## config.mk

```make
export PLATFORM = sky130hd
export DESIGN_NAME = deserializer
export DESIGN_NICKNAME = d
export VERILOG_FILES = /design/src/rtl/deserializer.sv
export SDC_FILE = /design/constraint.sdc
export NUM_CORES = 1
export LEC_CHECK = 0
export CORE_MARGIN = 3
export CORE_UTILIZATION = 59
export CTS_CLUSTER_DIAMETER = 30
export CTS_CLUSTER_SIZE = 25
export DETAILED_ROUTE_END_ITERATION = 16
export PLACE_DENSITY = 0.83
export SKIP_LAST_GASP = 1
export SLEW_MARGIN = 20
export SYNTH_ARGS = -nofsm -noshare
export SYNTH_HDL_FRONTEND = slang
export SYNTH_SLANG_ARGS = --single-unit
```

## constraint.sdc

```tcl
create_clock -name clock -period 3.6 [get_ports clock]
set_input_delay 0.36 -clock clock [delete_from_list [all_inputs] [get_ports clock]]
set_output_delay 0.36 -clock clock [all_outputs]
set_load 0.02 [all_outputs]
```

## src/rtl/deserializer.sv

```systemverilog
// Serial-to-parallel receiver: assembles LSB-first bits into WIDTH-bit words
// and buffers completed words in a small FIFO with a valid/ready output.
module deserializer #(
    parameter int WIDTH = 8,
    parameter int DEPTH = 2
) (
    input  logic             clock,
    input  logic             reset,
    input  logic             ser_input,
    input  logic             ser_valid,
    input  logic             clear,
    output logic [WIDTH-1:0] par_output,
    output logic             par_valid,
    input  logic             par_ready,
    output logic             busy,
    output logic             overrun
);

    localparam int AW = $clog2(DEPTH);
    localparam int PW = AW + 1;
    localparam int CW = $clog2(WIDTH);

    typedef enum logic {
        IDLE = 1'b0,
        RECV = 1'b1
    } state_t;

    state_t           state_q, state_d;
    logic [CW-1:0]    count_q, count_d;
    logic [WIDTH-1:0] shreg_q, shreg_d;
    logic [PW-1:0]    wr_ptr_q, wr_ptr_d;
    logic [PW-1:0]    rd_ptr_q, rd_ptr_d;
    logic [WIDTH-1:0] mem_q [DEPTH];
    logic [WIDTH-1:0] mem_d [DEPTH];
    logic             overrun_q, overrun_d;

    logic             push_s;
    logic             pop_s;
    logic             full_s;
    logic             empty_s;
    logic [WIDTH-1:0] word_s;

    assign empty_s = (wr_ptr_q == rd_ptr_q);
    assign full_s  = (wr_ptr_q[AW] != rd_ptr_q[AW]) &&
                     (wr_ptr_q[AW-1:0] == rd_ptr_q[AW-1:0]);
    assign word_s  = {ser_input, shreg_q[WIDTH-1:1]};

    assign par_valid  = !empty_s;
    assign par_output = empty_s ? '0 : mem_q[rd_ptr_q[AW-1:0]];
    assign busy       = (state_q == RECV);
    assign overrun    = overrun_q;

    // Bit assembly: count, shift register and receive state.
    always_comb begin
        state_d = state_q;
        count_d = count_q;
        shreg_d = shreg_q;
        push_s  = 1'b0;
        if (clear) begin
            state_d = IDLE;
            count_d = '0;
            shreg_d = '0;
        end else if (ser_valid) begin
            shreg_d = word_s;
            if (count_q == CW'(WIDTH - 1)) begin
                count_d = '0;
                state_d = IDLE;
                push_s  = 1'b1;
            end else begin
                count_d = count_q + CW'(1);
                state_d = RECV;
            end
        end else begin
            count_d = count_q;
        end
    end

    // Output FIFO: a push into a full FIFO only lands if the head pops on the same edge.
    always_comb begin
        wr_ptr_d  = wr_ptr_q;
        rd_ptr_d  = rd_ptr_q;
        mem_d     = mem_q;
        overrun_d = overrun_q;
        pop_s     = !empty_s && par_ready && !clear;
        if (clear) begin
            wr_ptr_d  = '0;
            rd_ptr_d  = '0;
            overrun_d = 1'b0;
        end else begin
            if (pop_s) begin
                rd_ptr_d = rd_ptr_q + PW'(1);
            end else begin
                rd_ptr_d = rd_ptr_q;
            end
            if (push_s && (!full_s || pop_s)) begin
                mem_d[wr_ptr_q[AW-1:0]] = word_s;
                wr_ptr_d = wr_ptr_q + PW'(1);
            end else if (push_s) begin
                overrun_d = 1'b1;
            end else begin
                wr_ptr_d = wr_ptr_q;
            end
        end
    end

    // State registers.
    always_ff @(posedge clock or posedge reset) begin
        if (reset) begin
            state_q   <= IDLE;
            count_q   <= '0;
            shreg_q   <= '0;
            wr_ptr_q  <= '0;
            rd_ptr_q  <= '0;
            overrun_q <= 1'b0;
            for (int i = 0; i < DEPTH; i++) begin
                mem_q[i] <= '0;
            end
        end else begin
            state_q   <= state_d;
            count_q   <= count_d;
            shreg_q   <= shreg_d;
            wr_ptr_q  <= wr_ptr_d;
            rd_ptr_q  <= rd_ptr_d;
            overrun_q <= overrun_d;
            mem_q     <= mem_d;
        end
    end

endmodule

```

==> reports/results.ini, run 1 <==
[clock_tree]
clkSinkCount = 32
cts_made_buffers = 5
cts-resized-gates = 0
post_cts_buffers = 0
cts_hold_buffers = 0
clk_pin_slew_ns = 0.10
max-clock-path-buffers = 2
cts-root-buf = clkbuf_4
tritoncts = done
cts.htree.levels = 2
insertion_delay_ns = 0.34

[pwr]
peakVddDrop_mv = 0.346
seqPwrFrac = 0.596
power_frac_comb = 0.059
swShare = 0.229
power.share.clock = 0.345
power.density_nw_per_um2 = 344
internal_power_w = 0.000474
switching_power_w = 0.000141
p_leak_nw = 0.816

[yosys]
synth_largest_area_cell = dfrtp_1
synth_area_um2 = 1550
synth_top_area_frac = 0.517
synth_area_per_cell_um2 = 12.0
ys_top_cells_by_area = dfrtp_1, mux2_2, mux2i_1
synthCells = 129
synth-main-ff-cell = dfrtp_1
synth_edf_count = 0
synth.most_common_cell = dfrtp_1
yosysWarningCount = 0
ys_seq_elements = 32
synthArstFlopShare = 1.00
mappedNetlistNets = 137
seq_area_frac_synth = 0.517
synth_common_cells = dfrtp_1, nor2_1, mux2_2, mux2i_1, inv_1
synth_cell_type_count = 26

[global_routing]
gr-total-overflow = 0
grt_use_total = 0.198
grt_max_degree = 25
antenna_found_initial = 0
grt_pass1_vias = 1074
grt_pass1_wl_um = 4860

[route]
drt_iter0_markers = 21
vias = 996
detail_route.first_pass.iterations = 4
ant_nets = 0
drc = 0
wirelength_um = 2810
via_per_inst = 5.66
wl_per_cell_um = 16.0

[outcome]
status = completed

[worst_setup_path]
critPathLaunch = rd_ptr_q[0]
path_class = reg2out
cp.required_ns = 3.24
cp-start-kind = flip-flop
regToRegStartpoint = rd_ptr_q[0]
path_max_fanout = 15
cp-end-kind = primary output
crit_arrival_ns = 2.44

[timing]
skew_ns = 0.0116
drv_slew = 0
worst_slack_ns = 0.801
fmax_mhz = 357
post-route-min-period_ns = 2.80
hold_ws_ns = 0.503
final-setup-viol-count = 0
maxSlewHeadroom = 0.418
fin_crit_sh = 0.778
worst_pin_slew_ns = 0.873
finalHoldViolCount = 0
rsz0062_at_grt = false
fin_tns_setup_ns = 0

[place]
gp_congestion = 0.776
pre_cts_slack_ns = 1.17
dpl.hpwl_um = 1890
io_buffers = 16
dp_cells = 168

[layout]
num_antenna_cells = 0
final_cells = 176
multiInputGateArea_um2 = 696
nets = 155
syn_to_final_growth_pct = 15.5
drive_above_1_share = 0.203
regArea_um2 = 801
n_fill_cell = 157
post-route-util = 0.764

[floorplan]
die-area_um2 = 3270
rows = 17
die_h_um = 57.2
core_um2 = 2340
io_pins = 17
start_util = 0.661
dieWidth_um = 57.2

[flow_run]
drv_cap = 0

[hold_path]
min-delay-path-class = in2async

==> worst max-delay path, cell delays in order, from the launching register on <==
cell and delay (ns):
dfrtp_1 0.82, xnor2_1 0.20, and2_1 0.30, nor2_1 0.16, clkdlybuf4s50_1 0.62
==> layer usage <==
metal,part of all wire,vias to the layer above,global-route usage
li1,-,481,-
met1,0.45,483,0.235
met2,0.49,24,0.325
met3,0.040,8,0.0588
met4,0.022,0,0.0993
met5,0,-,0
==> cell families after synthesis <==
kind of cell	count (synthesis)	share of synthesized area
AO/OA/AOI/OAI	12	0.0744
multiplexers	35	0.242
buffers and inverters	13	0.0331
adder cells (fa/ha/maj)	2	0.0162
flip-flops	32	0.517
AND/OR/NAND/NOR	32	0.0954
XOR/XNOR	3	0.0218
==> sequential cells by signal, summed over array words and instances (netlist names) <==
| signal | flops |
|---|---|
| mem_q | 16 |
| shreg_q | 7 |
| count_q | 3 |
| rd_ptr_q | 2 |
| wr_ptr_q | 2 |
| busy | 1 |
| overrun | 1 |
==> area by class of cell <==
class,count,share of cell area
flip-flops and latches,32,0.448
inverters,6,0.0126
repair buffers,18,0.0980
clock buffers,8,0.0329
well taps,28,0.0196
multi-input cells,84,0.389
==> metrics by stage <==
| stage | power [W] | area (um2) |
|---|---|---|
| 6_report | 0.000615 | 1790 |
| 5_1_grt | 0.000640 | 1790 |
| 4_1_cts | 0.000620 | 1790 |
| 3_5_place_dp | 0.000410 | 1730 |
| 3_3_place_gp | 0.000408 | 1730 |
| 2_1_floorplan | 0.000394 | 1550 |
==> final timing paths <==
kind / depth (start not counted) / endpoint / slack (ns)
setup / recovery: 4 / par_output[6] / 0.80
hold / removal: 2 / busy / 0.50
setup reg to reg: 3 / mem_q[0] / 1.45
hold reg to reg: 1 / mem_q[7] / 0.51
max in group asynchronous: 3 / shreg_q[6] / 2.43
min in group clock: 1 / mem_q[7] / 0.51
==> layout by cell type, fill, tap and decap left out <==
master and count:
dfrtp_1 32, nor2_1 21, mux2_2 19, mux2i_1 16, clkdlybuf4s50_1 16, inv_1 6
a21oi_1 5, clkbuf_4 5, nand2b_1 3, o311ai_4 2, nand2_1 2, a311oi_1 2
ha_1 2, clkbuf_1 2, buf_4 2, xnor2_2 1, and3b_1 1, xnor2_1 1
xor2_1 1, a211o_1 1, or4_1 1, a31oi_1 1, nand3b_1 1, nand4_1 1
o21ai_0 1, nor2b_1 1, and2_1 1, clkbuf_8 1
==> power groups by stage <==
| stage | combinational, W | sequential, W | clock (W) |
|---|---|---|---|
| floorplan | 0.0000209 | 0.000373 | 0 |
| detailed placement | 0.0000367 | 0.000373 | 0 |
| global route | 0.0000402 | 0.000367 | 0.000233 |
| global placement | 0.0000353 | 0.000373 | 0 |
| finish | 0.0000363 | 0.000366 | 0.000212 |
| CTS | 0.0000370 | 0.000366 | 0.000217 |
Note: power is estimated with default switching activity, not from simulation.
==> run 2, diff against run 1 <==
Settings changed: CORE_UTILIZATION 59 to 49, PLACE_DENSITY 0.83 to 0.74.
Clock period 3.6 ns to 2.5 ns, I/O delays scaled along.
==> run 2 against run 1 <==
Against the previous run: hold slack worse by 0.20 ns; setup slack worse by 0.64 ns; first-iteration DRC count is 57% higher; critical endpoint is now par_output[4]; highest routed layer unchanged.
==> reports/results.ini, run 2 (synthesis gave the netlist of run 1 again) <==
[outcome]
status = completed

[floorplan]
die-area_um2 = 3870
die_h_um = 62.2
rows = 19
io_pins = 17
start_util = 0.538
core_um2 = 2880
dieWidth_um = 62.2

[worst_setup_path]
rrSetupSlack_ns = 0.66
critPathCapture = par_output[4]
cp-end-kind = primary output
regToRegStartpoint = rd_ptr_q[0]
r2r_cells = 4
crit_chain = xnor2_2 -> and2_2 -> nor2_1 -> clkdlybuf4s50_1
critPathLaunch = rd_ptr_q[1]
path_max_fanout = 9
slowest_stage = clkdlybuf4s50_1
timing.rr.end = mem_q[4]
cp.required_ns = 2.25
cp-start-kind = flip-flop
path_class = reg2out
critPathMaxStageDelay_ns = 0.54
crit_arrival_ns = 2.09

[hold_path]
min-delay-path-class = in2async

[flow_run]
drv_cap = 0

[route]
vias = 1014
drt-met1-wl_um = 1260
drc = 0
highest_layer = met4
wl_met2_um = 1490
drt_iter0_markers = 33
route.met3.wl_um = 74
wirelength_um = 2830
via_per_inst = 5.28
detail_route.first_pass.iterations = 3
wl_per_cell_um = 14.7
ant_nets = 0

[timing]
post-route-min-period_ns = 2.34
fin_tns_setup_ns = 0
finalHoldViolCount = 0
fin_crit_sh = 0.934
final-setup-viol-count = 0
fmax_mhz = 428
worst_pin_slew_ns = 0.591
skew_ns = 0.0127
rsz0062_at_grt = false
drv_slew = 0
maxSlewHeadroom = 0.605
worst_slack_ns = 0.165
hold_ws_ns = 0.305

[global_routing]
grt_pass1_wl_um = 4890
grt_use_total = 0.160
antenna_found_initial = 0
grt_pass1_vias = 1061
gr-total-overflow = 0
grt_max_degree = 33

[layout]
syn_to_final_growth_pct = 18.8
final_common_cell = dfrtp_1
multiInputGateArea_um2 = 697
largest_register = mem_q
num_antenna_cells = 0
design_area_um2 = 1840
final_cells = 192
top_regs = mem_q: 16 flops, shreg_q: 7 flops, count_q: 3 flops
regArea_um2 = 801
layout_common_cells = dfrtp_1, nor2_1, mux2_2
nets = 157
largest_reg_flops = 16
n_fill_cell = 240
drive_above_1_share = 0.227

[place]
pre_cts_slack_ns = 0.405
gp_congestion = 0.887
dp_cells = 184
io_buffers = 16
place_area_um2 = 1760
dpl.hpwl_um = 1980

[clock_tree]
tritoncts = done
clkSinkCount = 32
insertion_delay_ns = 0.31
cts-resized-gates = 0
clk_pin_slew_ns = 0.11
cts_hold_buffers = 0
max-clock-path-buffers = 2
cts-root-buf = clkbuf_4
post_cts_buffers = 0
cts.htree.levels = 2
cts_made_buffers = 5

[pwr]
p_leak_nw = 0.836
power.density_nw_per_um2 = 524
peakVddDrop_mv = 0.389

## run 2: changes by cell type in the layout (fill, tap and decap cells not counted)
cell / previous run / this run
clkbuf_8: 1 / 0
and2_2: 0 / 1
buf_4: 2 / 4
and2_1: 1 / 0
clkinv_2: 0 / 1
clkbuf_1: 2 / 1
bufinv_16: 0 / 1
## run 2: critical path: cells and delay by family (launching register included)
kind	cells	cell delay, ns
buffers and inverters	1	0.54
flip-flops	1	0.45
AND/OR/NAND/NOR	2	0.41
XOR/XNOR	1	0.37
## run 2: layout make-up
cell class,count,area share
Multi-Input combinational cell,84,0.379
Tap cell,42,0.0286
Sequential cell,32,0.435
Clock inverter,2,0.0190
Timing Repair Buffer,20,0.103
Inverter,6,0.0122
Clock buffer,6,0.0224
## run 2: metal layers
metal / up-vias / GRT usage
li1: 483 / -
met1: 517 / 0.194
met2: 12 / 0.282
met3: 2 / 0.0396
met4: 0 / 0.0414
met5: - / 0
## run 2: per-stage QoR
step | utilization | power (W)
floorplan | - | 0.000567
global placement | 0.612 | 0.000589
detailed placement | 0.612 | 0.000592
CTS | 0.639 | 0.000973
global route | 0.639 | 0.00100
finish | 0.639 | 0.000963
## run 2: report_power, final
part           internal [W]  leakage, nW  switching [W]
Clock              0.000210       0.0422       0.000173
Combinational     0.0000222        0.350      0.0000313
Sequential         0.000523        0.443     0.00000443
## run 2: worst min path at each step
stage	startpoint	to	slack [ns]
detailed placement	mem_q[10]	mem_q[10]	0.50
global route	reset	shreg_q[5]	0.33
CTS	reset	busy	0.31
floorplan	par_ready	rd_ptr_q[1]	0.36
finish	reset	rd_ptr_q[1]	0.30
global placement	mem_q[13]	mem_q[13]	0.49
